<file path="src/rtl/dpm_port_arbiter.sv">
// dpm_port_arbiter
// Shares the two ports of a dual_port_memory among NREQ requesters.
// Each cycle port A goes to the first valid requester at or after the
// round-robin pointer, and port B goes to the next valid requester after
// A's grant. If the two granted requests touch the same address and
// either one is a write, port B is withheld for that cycle. The registered
// read data from each port is routed back to the requester that issued
// the read, one cycle after acceptance.
//
// Ports
//   clk, rst_n                 clock, asynchronous active-low reset
//   req_valid/we/addr/wdata    per-requester request (packed buses)
//   req_ready                  combinational grant, one bit per requester
//   rsp_valid/rsp_data         one-cycle read response per requester
//   mem_addr_x/en_x/d_x        drive memory port x (en_x = write enable)
//   mem_q_x                    registered read data from memory port x
module dpm_port_arbiter #(
  parameter  int WIDTH = 8,
  parameter  int DEPTH = 256,
  parameter  int NREQ  = 4,
  localparam int AW    = $clog2(DEPTH),
  localparam int IDW   = $clog2(NREQ)
) (
  input  logic                  clk,
  input  logic                  rst_n,
  input  logic [NREQ-1:0]       req_valid,
  input  logic [NREQ-1:0]       req_we,
  input  logic [NREQ*AW-1:0]    req_addr,
  input  logic [NREQ*WIDTH-1:0] req_wdata,
  output logic [NREQ-1:0]       req_ready,
  output logic [NREQ-1:0]       rsp_valid,
  output logic [NREQ*WIDTH-1:0] rsp_data,
  output logic [AW-1:0]         mem_addr_a,
  output logic                  mem_en_a,
  output logic [WIDTH-1:0]      mem_d_a,
  input  logic [WIDTH-1:0]      mem_q_a,
  output logic [AW-1:0]         mem_addr_b,
  output logic                  mem_en_b,
  output logic [WIDTH-1:0]      mem_d_b,
  input  logic [WIDTH-1:0]      mem_q_b
);

  logic [AW-1:0]    w_addr  [NREQ];
  logic [WIDTH-1:0] w_wdata [NREQ];

  logic [IDW-1:0] r_rr_ptr;
  logic           r_pend_a, r_pend_b;
  logic [IDW-1:0] r_id_a, r_id_b;

  logic           w_gnt_a_vld, w_gnt_b_vld;
  logic [IDW-1:0] w_gnt_a, w_gnt_b;
  logic [IDW-1:0] w_rr_next;

  genvar gi;
  generate
    for (gi = 0; gi < NREQ; gi++) begin : g_unpack
      assign w_addr[gi]  = req_addr[gi*AW +: AW];
      assign w_wdata[gi] = req_wdata[gi*WIDTH +: WIDTH];
    end
  endgenerate

  // Grant selection. The B scan starts just after A's grant, so it can
  // never pick A's requester. The grants are suppressed while in reset.
  always_comb begin
    w_gnt_a_vld = 1'b0;
    w_gnt_a     = '0;
    w_gnt_b_vld = 1'b0;
    w_gnt_b     = '0;
    for (int k = 0; k < NREQ; k++) begin
      if (!w_gnt_a_vld && req_valid[(int'(r_rr_ptr) + k) % NREQ]) begin
        w_gnt_a_vld = 1'b1;
        w_gnt_a     = IDW'((int'(r_rr_ptr) + k) % NREQ);
      end
    end
    if (w_gnt_a_vld) begin
      for (int k = 1; k < NREQ; k++) begin
        if (!w_gnt_b_vld && req_valid[(int'(w_gnt_a) + k) % NREQ]) begin
          w_gnt_b_vld = 1'b1;
          w_gnt_b     = IDW'((int'(w_gnt_a) + k) % NREQ);
        end
      end
    end
    // Same-address hazard: withhold B. B's requester then sits right after
    // the new pointer, so it wins port A on the following cycle.
    if (w_gnt_b_vld && (w_addr[w_gnt_a] == w_addr[w_gnt_b]) &&
        (req_we[w_gnt_a] || req_we[w_gnt_b])) begin
      w_gnt_b_vld = 1'b0;
    end
    if (!rst_n) begin
      w_gnt_a_vld = 1'b0;
      w_gnt_b_vld = 1'b0;
    end
  end

  always_comb begin
    w_rr_next = r_rr_ptr;
    if (w_gnt_b_vld) begin
      w_rr_next = IDW'((int'(w_gnt_b) + 1) % NREQ);
    end else if (w_gnt_a_vld) begin
      w_rr_next = IDW'((int'(w_gnt_a) + 1) % NREQ);
    end
  end

  assign mem_en_a   = w_gnt_a_vld & req_we[w_gnt_a];
  assign mem_addr_a = w_gnt_a_vld ? w_addr[w_gnt_a]  : '0;
  assign mem_d_a    = w_gnt_a_vld ? w_wdata[w_gnt_a] : '0;
  assign mem_en_b   = w_gnt_b_vld & req_we[w_gnt_b];
  assign mem_addr_b = w_gnt_b_vld ? w_addr[w_gnt_b]  : '0;
  assign mem_d_b    = w_gnt_b_vld ? w_wdata[w_gnt_b] : '0;

  always_ff @(posedge clk or negedge rst_n) begin
    if (!rst_n) begin
      r_rr_ptr <= '0;
      r_pend_a <= 1'b0;
      r_pend_b <= 1'b0;
      r_id_a   <= '0;
      r_id_b   <= '0;
    end else begin
      r_rr_ptr <= w_rr_next;
      r_pend_a <= w_gnt_a_vld & ~req_we[w_gnt_a];
      r_pend_b <= w_gnt_b_vld & ~req_we[w_gnt_b];
      if (w_gnt_a_vld) r_id_a <= w_gnt_a;
      if (w_gnt_b_vld) r_id_b <= w_gnt_b;
    end
  end

  // Per-requester grant and response routing. A and B never target the
  // same requester in one cycle, so the A-first priority is only a mux.
  generate
    for (gi = 0; gi < NREQ; gi++) begin : g_route
      logic w_hit_a, w_hit_b;
      assign req_ready[gi] = (w_gnt_a_vld && (w_gnt_a == IDW'(gi))) ||
                             (w_gnt_b_vld && (w_gnt_b == IDW'(gi)));
      assign w_hit_a = r_pend_a && (r_id_a == IDW'(gi));
      assign w_hit_b = r_pend_b && (r_id_b == IDW'(gi));
      assign rsp_valid[gi] = w_hit_a | w_hit_b;
      assign rsp_data[gi*WIDTH +: WIDTH] = w_hit_a ? mem_q_a :
                                           w_hit_b ? mem_q_b : '0;
    end
  endgenerate

endmodule

</file>
<file path="config.mk">
export PLATFORM = sky130hd
export DESIGN_NAME = dpm_port_arbiter
export DESIGN_NICKNAME = d
export VERILOG_FILES = /design/src/rtl/dpm_port_arbiter.sv
export SDC_FILE = /design/constraint.sdc
export NUM_CORES = 1
export LEC_CHECK = 0
export ABC_AREA = 1
export CORE_AREA = 2 2 84 86
export DETAILED_ROUTE_END_ITERATION = 10
export DIE_AREA = 0 0 86 88
export PLACE_DENSITY = 0.91
export SLEW_MARGIN = 40
export SYNTH_ARGS = -nofsm -noshare
export SYNTH_HDL_FRONTEND = slang
export SYNTH_SLANG_ARGS = --single-unit
</file>
<file path="constraint.sdc">
create_clock -name clk -period 15.57 [get_ports clk]
set_clock_uncertainty 0.15 [all_clocks]
set_input_delay 4.671 -clock clk [delete_from_list [all_inputs] [get_ports clk]]
set_output_delay 4.671 -clock clk [all_outputs]
set_load 0.005 [all_outputs]
</file>
; After elaboration in Yosys (flattened, before gate mapping)
; Index checks and enable logic that the tools add are counted.
[word_totals]
ramBits = 0
reg_bits = 8
memories = 0
latch_bits = 0
mem_bits_ro = 0
inputBits = 90
[classes]
n_reduce_logical = 44
magnitude_cmp = 11
div_mod_pow = 0
n_bitwise = 18
n_eq_ne = 13
mul = 0
shifts = 0
mux = 71
addsub = 7
[op_table]
columns = op, count
row1 = $mux W8, 20
row2 = $bmux W8 S2, 4
row3 = $mux W1, 28
row4 = $lt A3 B4 Y1 const B, 6
row5 = $logic_and A1 B1 Y1, 23
row6 = $mux W2, 10
row7 = $bmux W1 S2, 9
row8 = $eq A2 B2 Y1 const B, 8
row9 = $reduce_or A2 Y1, 6
row10 = $lt A2 B3 Y1 const B, 3
row11 = $add A2 B2 Y2 const B, 4
row12 = $eq A2 B1 Y1 const B, 4
row13 = $eq A8 B8 Y1, 1
row14 = $logic_not A2 Y1, 4
row15 = $add A2 B1 Y2 const B, 3
row16 = $and A1 B1 Y1 const A, 6
row17 = $ge A3 B3 Y1 const B, 2
row18 = $not A2 Y3, 2
row19 = $logic_not A1 Y1, 5
row20 = $logic_or A1 B1 Y1, 5
row21 = $and A1 B1 Y1, 4
row22 = $or A1 B1 Y1, 4
row23 = $not A1 Y1, 2
row24 = $reduce_bool A2 Y1, 1

; Depth between registers and ports, before layout
[depth]
word_depth = 41
ltp_mapped = 33
ltp_nobuf = 31

; Least setup slack after synthesis
; Ideal clock, no wire load.
[synth_path]
kind = input to output
start = input port req_valid[1]
end = output port mem_en_b
arrival_ns = 7.635
required_time_ns = 10.749
cell_stages = 31
path_slack_ns = 3.114
n_path_buf = 4
cell_sequence = inv_1 nand2_1 nand2_1 nand2_1 nand2_1 nor2_1 nor2_2 nand2_4 nand2_2 buf_6 inv_1 buf_2 ha_1 inv_1 nand3_1 nand2_2 nor2_4 nand2_1 nand3_1 nand2_1 inv_2 buf_4 nand3_1 nand2_1 nand2_1 nand2_1 nor2_2 nand3_4 nand2_4 buf_4 a21oi_1
[synth_between]
elab_chain_len = 36
word_cells_on_any_way = 70
cone_classes = add/sub (3) / eq/ne (1) / mux (50) / bitwise (3) / reduce/logical (13)
[synth_lines]
columns = item, line_no
row1 = "start, declared", 26  ; input logic [NREQ-1:0] req_valid,
row2 = $bmux W1 S2, 70  ; if (!w_gnt_a_vld && req_valid[(int'(r_rr_ptr) + k) % NREQ]) begin
row3 = $mux W1 (implied by the code), 70
row4 = $mux W1, 70
row5 = $logic_not A1 Y1, 70
row6 = $logic_and A1 B1 Y1, 70
row7 = $mux W1, 70
row8 = $logic_not A1 Y1, 70
row9 = $logic_and A1 B1 Y1, 70
row10 = [18 not listed], n/a
row11 = net w_gnt_b[1], 51  ; logic [IDW-1:0] w_gnt_a, w_gnt_b;
row12 = $not A2 Y3 (implied by the code), 85  ; if (w_gnt_b_vld && (w_addr[w_gnt_a] == w_addr[w_gnt_b]) &&
row13 = $bmux W8 S2, 85
row14 = $mux W8 (implied by the code) (2 in a row), 85
row15 = $eq A8 B8 Y1, 85
row16 = $logic_and A1 B1 Y1 (2 in a row), 85
row17 = $mux W1, 85
row18 = $mux W1, 89  ; if (!rst_n) begin
row19 = $and A1 B1 Y1 *, 107  ; assign mem_en_b = w_gnt_b_vld & req_we[w_gnt_b];
row20 = "end, declared", 38  ; output logic mem_en_b,
; Mark *: on every way through the listed nets, which the timed path passes. The rest lies on a longest branch. The select of a mux whose other input is x is not followed.

; Worst setup path after layout
[layout_path]
start = input port req_valid[1]
end = output port mem_addr_b[7]
[layout_between]
elab_chain_len = 36
word_cells_on_any_way = 70
cone_classes = add/sub (3) / eq/ne (1) / mux (51) / bitwise (2) / reduce/logical (13)
[layout_lines]
columns = item, line_no
row1 = $bmux W1 S2, 70
row2 = $mux W1 (implied by the code), 70
row3 = $mux W1, 70
row4 = $logic_not A1 Y1, 70
row5 = $logic_and A1 B1 Y1, 70
row6 = $mux W1, 70
row7 = $logic_not A1 Y1, 70
row8 = $logic_and A1 B1 Y1, 70
row9 = [18 not listed], n/a
row10 = $not A2 Y3 (implied by the code), "85, 108"
row11 = $bmux W8 S2, "85, 108"
row12 = $mux W8 (implied by the code) (2 in a row), "85, 108"
row13 = $eq A8 B8 Y1, 85
row14 = $logic_and A1 B1 Y1 (2 in a row), 85
row15 = $mux W1, 85
row16 = $mux W1, 89
row17 = $mux W8 *, 108  ; assign mem_addr_b = w_gnt_b_vld ? w_addr[w_gnt_b] : '0;
row18 = "end, declared", 37  ; output logic [AW-1:0] mem_addr_b,
; Every way passes the cells marked *; elsewhere a longest branch is shown, timed or not. The select of a mux whose other input is x is not followed.

==> flow_metrics.py <==
metrics = {
    "layout": {
        "instances_no_fill": 749,
        "fillers": 610,
        "antenna_cells": 0,
        "nets": 766,
        "regArea_sq_um": 200,
        "finish.utilization": 0.669,
        "area_growth_pct": 57.8,
        "drive_gt1_frac": 0.0852,
        "multiInputGateArea_sq_mm": 0.00219,
    },
    "sta": {
        "rsz0062_at_grt": "false",
        "setup_viol": 0,
        "tightest_slew_ns": 0.725,
        "hold_viol_final": 0,
        "max_freq_ghz": 0.0698,
        "slew_viol_final": 0,
        "fin_crit_ns": 14.33,
        "slew_headroom": 0.515,
        "post-route-period-util": 0.921,
        "tns_ns": 0,
    },
    "critical_path": {
        "cp_max_fo": 46,
        "crit_type": "in2out",
        "crit_path_start_kind": "input pin",
        "reg2regPathDepth": 29,
        "arrival_ns": 9.51,
        "rrSetupSlack_ns": 10.57,
        "endpoint_kind": "primary output",
        "worst_ep_required_time_ns": 10.75,
    },
    "logic_synthesis": {
        "yosys_warnings": 0,
        "netlist.area_leader.share": 0.207,
        "ys_seq_elements": 8,
        "ys_types": 31,
        "synth_commonest_cells": "155 x nand2_1, 63 x inv_1, 56 x nand3_1",
        "avgSynthCellArea_sq_um": 5.36,
        "synth-edff-count": 0,
        "synth_most_common_cell": "nand2_1",
        "synth.largest_area_cell": "nand2_1",
        "syn_area_sq_mm": 0.00282,
        "ys_async_sr_fraction": 1.00,
        "synth.area.top_cells": "nand2_1 21%, nand3_1 10%, o22ai_1 8.9%",
        "ys_seq_area_frac": 0.0711,
        "synth_top_flop_cell": "dfrtp_1",
        "syn_inst": 525,
        "syn_nets": 620,
    },
    "floorplanning": {
        "io_pins": 164,
        "initial_utilization": 0.424,
        "die_h_um": 88,
        "dieArea_sq_mm": 0.00757,
        "rows": 30,
        "coreArea_sq_mm": 0.00664,
        "die_w_um": 86,
    },
    "worst_hold_path": {
        "holdCritPathClass": "reg2reg",
        "min_path_cells": 2,
    },
    "place": {
        "dp_cells": 746,
        "hpwl_um": 8560,
        "place_congestion": 0.887,
        "numPortBuffers": 163,
    },
    "global_route": {
        "track_usage": 0.286,
        "grt_overflow_total": 0,
        "grt_max_degree": 47,
        "grt_pass1_vias": 4085,
        "grt_pass1_wl_um": 18000,
        "antenna_found_initial": 0,
    },
    "clock_tree": {
        "cts.sinks": 8,
        "cts.repair.resized": 0,
        "htreeDepth": 1,
        "cts_buffers": 3,
        "clk_pin_slew_worst_paths_ns": 0.04,
        "cts_tree": "done",
        "holdBufCountCts": 0,
        "clk_path_buf_depth": 2,
        "clk_latency_ns": 0.22,
        "cts_setup_buffers": 0,
        "cts_root_buffer": "clkbuf_8",
    },
    "routing": {
        "vias_per_cell": 5.67,
        "wl_um": 11200,
        "drc": 0,
        "drt_iter0_drc": 266,
        "num_vias": 4244,
        "wl_per_cell_um": 15.0,
        "ant_nets": 0,
        "drtPass1Iterations": 5,
    },
    "run": {
        "cap_violations": 0,
    },
    "outcome": {
        "status": "complete, no violations",
    },
}
-- stage by stage --
step | hold slack (ns) | setup WS, ns | cell area (sq um)
global route | 0.453 | 0.858 | 4440
global placement | 0.357 | 1.49 | 4400
finish | 0.412 | 1.24 | 4440
detailed placement | 0.409 | 1.30 | 4400
CTS | 0.419 | 1.28 | 4440
floorplan | 0.346 | 3.11 | 2820
-- kinds of logic after synthesis --
logic type               share of synthesized area
AND/OR/NAND/NOR                              0.528
AO/OA/AOI/OAI                                0.227
adder cells (fa/ha/maj)                     0.0222
buffers and inverters                        0.151
flip-flops                                  0.0711
-- routing by layer --
layer  global-route usage  up-vias  wire [um]
met5                    0        -          0
met4                0.113        0        277
met3               0.0462       32        986
met2                0.543      259       5750
met1                0.317     1902       4230
li1                     -     2051          -
-- cells in the final DEF (no fill, tap or decap), types with 3 or more instances in the layout --
cell	count
ha_1	5
nor3_1	12
inv_1	63
nand2_1	155
dfrtp_1	8
nor2_1	29
inv_2	8
clkdlybuf4s50_1	163
nor2_2	4
or2_2	3
a21oi_1	27
nor2_4	3
nand3_1	56
nand3b_1	6
nand3_2	8
nand2_4	5
nand2_2	10
clkbuf_8	3
o22ai_1	40
a21boi_1	3
o21ai_0	31
nor3_2	8
a31oi_1	8
nand4_1	3
-- critical path, stage by stage --
cell and delay (ns):
clkdlybuf4s50_1 0.46, inv_1 0.16, nand2_2 0.08, nand3_2 0.11
nand2_2 0.09, nor2_4 0.14, nand3_2 0.09, nand2_4 0.10
nand2_2 0.05, inv_1 0.35, ha_1 0.36, inv_1 0.10
nand3_1 0.10, nand2_2 0.09, nor2_4 0.05, nand2_4 0.17
nand3_4 0.42, inv_2 0.35, nand2_1 0.08, nand3_1 0.10
nand2_1 0.08, nand2_1 0.06, nand2_1 0.06, nor2_2 0.14
nand3_4 0.13, nand2_4 0.30, nor2_1 0.10, clkdlybuf4s50_1 0.46
-- sequential cells by signal, summed over array words and instances (netlist names) --
name and cells:
r_rr_ptr 2, r_pend_b 1, r_pend_a 1, r_id_b 2, r_id_a 2
-- final cells by class --
cell class / count / share of cell area
inverters: 71 / 0.0600
repair buffers: 165 / 0.370
well taps: 80 / 0.0225
multi-input cells: 422 / 0.493
clock buffers: 3 / 0.00929
flip-flops and latches: 8 / 0.0450
-- path summary, 6_finish.rpt --
kind / startpoint / endpoint
worst min-delay path: r_id_b[1] / r_id_b[1]
worst max-delay path: req_valid[1] / mem_addr_b[7]
worst max register to register: r_rr_ptr[0] / r_rr_ptr[1]
worst min register to register: r_id_b[1] / r_id_b[1]
min in group asynchronous: rst_n / r_pend_a
max in group asynchronous: rst_n / r_rr_ptr[1]
Power is not shown: default switching activity piles up to over one toggle a cycle in this logic, so the estimate is an artifact.
==> edit: new RTL, same settings <==
The parameter `WIDTH` goes from 8 to 9.
--- a/src/rtl/dpm_port_arbiter.sv
+++ b/src/rtl/dpm_port_arbiter.sv
@@ -16,5 +16,5 @@
 //   mem_q_x                    registered read data from memory port x
 module dpm_port_arbiter #(
-  parameter  int WIDTH = 8,
+  parameter  int WIDTH = 9,
   parameter  int DEPTH = 256,
   parameter  int NREQ  = 4,
Ports: changed (6 resized); port bits go from 164 to 176. No check against the original RTL was run, so the function may have changed too.
==> edit against the unedited design <==
  * First-iteration DRC count rose by 9.0%
  * Fmax decreased by 0.72%
  * Worst setup slack got worse by 0.10 ns
  * Core utilization is 1.7 points higher
  * Design area is 2.6% higher
  * Synthesized cell count rose by 2.9%
  * Worst hold slack lost 0.031 ns
  * Sequential cell count did not move
  * Routed wire length up 6.3%
  * Critical path type unchanged
  * Area after synthesis decreased by 0.27%
Power is not shown: default switching activity piles up to over one toggle a cycle in this logic, so the estimate is an artifact.
==> edit: results <==
export IMPL_run_status="completed"
export IMPL_worst_path_max_delay_cell="clkdlybuf4s50_1"
export IMPL_firstDrtPassIters=6
export IMPL_ys_seq_area_share_pct=7.127
export IMPL_track_usage_pct=30.03
export IMPL_grtUsageMet2_pct=57.58
export IMPL_layout_drive_gt1_share_pct=7.246
export IMPL_routed_wirelength_mm=11.95
export IMPL_synthTopCellsByCount="nand2_1 (143), inv_1 (72), nand3_1 (56)"
export IMPL_drt_iter0_drc=290
export IMPL_grt_pass1_wl_mm=18.47
export IMPL_clock_latency_ns=0.22
export IMPL_dpl_hpwl_mm=9.364
export IMPL_met1_usage_pct=31.00
export IMPL_grt_max_degree=40
export IMPL_max_slew_worst_pin_slew_ns=0.7545
export IMPL_r2r_cells=28
export IMPL_dr_wl_met3_mm=1.275
export IMPL_met1_length_mm=4.240
export IMPL_vias=4402
export IMPL_path_max_fanout=37
export IMPL_grt_use_met3_pct=6.126
export IMPL_first_global_vias=4128
export IMPL_met2_length_mm=5.988
export IMPL_r2r_slack_ns=10.50
export IMPL_critPathLaunch="req_valid[1]"
export IMPL_io_buffers=175
export IMPL_final_nets=793
export IMPL_holdCritPathClass="flop to flop"
export IMPL_gp_congestion=0.9999
export IMPL_max_stage_delay_ns=0.53
export IMPL_synth_area_leaders="nand2_1 (19%), o22ai_1 (10%), nand3_1 (10%)"
export IMPL_synthesis_nets=641
export IMPL_crit_arrival_ns=9.62
export IMPL_min_path_cells=2
[edit: cell types whose count changed in the layout (fill, tap and decap cells not counted), sizes merged, moves of 2 or more]
cell,delta
a21oi,+2
clkdlybuf4s50,+12
inv,+9
nand2,-14
nand3,-7
nor3,+2
o21ai,+12
o22ai,+5
[edit: stage by stage]
stage          instances  instance area (sq um)  hold WS, ns  utilization, %  setup WS, ns
5_1_grt              770                   4559       0.4406           68.63        0.7827
4_1_cts              770                   4559       0.3837           68.63         1.250
6_report             770                   4559       0.3817           68.63         1.133
3_5_place_dp         767                   4518       0.3692           68.00         1.260
3_3_place_gp         767                   4518       0.3676           68.00         1.402
2_1_floorplan        540                   2809       0.3469               -         2.987
[edit: area by class of cell]
class	count	area [sq um]
clock buffer	3	41.29
tap	80	100.1
timing repair buffer	177	1767
inverter	81	304.0
multi-input combinational	421	2147
fill	605	2085
sequential	8	200.2
[edit: worst register-to-register path, delay by kind of cell (launching register included)]
kind                   cells  cell delay [ns]
AND/OR/NAND/NOR           23             3.06
buffers and inverters      4             0.97
flip-flops                 1             0.61
AO/OA/AOI/OAI              1             0.15
[edit: worst max path at each step]
stage / depth (start not counted) / endpoint / slack, ns
6_report: 26 / mem_addr_b[2] / 1.13
5_1_grt: 26 / mem_en_b / 0.78
4_1_cts: 24 / mem_addr_b[2] / 1.25
3_5_place_dp: 24 / mem_addr_b[2] / 1.26
3_3_place_gp: 24 / mem_d_b[3] / 1.40
2_1_floorplan: 29 / mem_d_b[0] / 2.99
[edit: kinds of logic after synthesis]
group	synth area share, %
adder cells (fa/ha/maj)	2.227
flip-flops	7.127
AND/OR/NAND/NOR	47.62
buffers and inverters	16.44
AO/OA/AOI/OAI	26.59
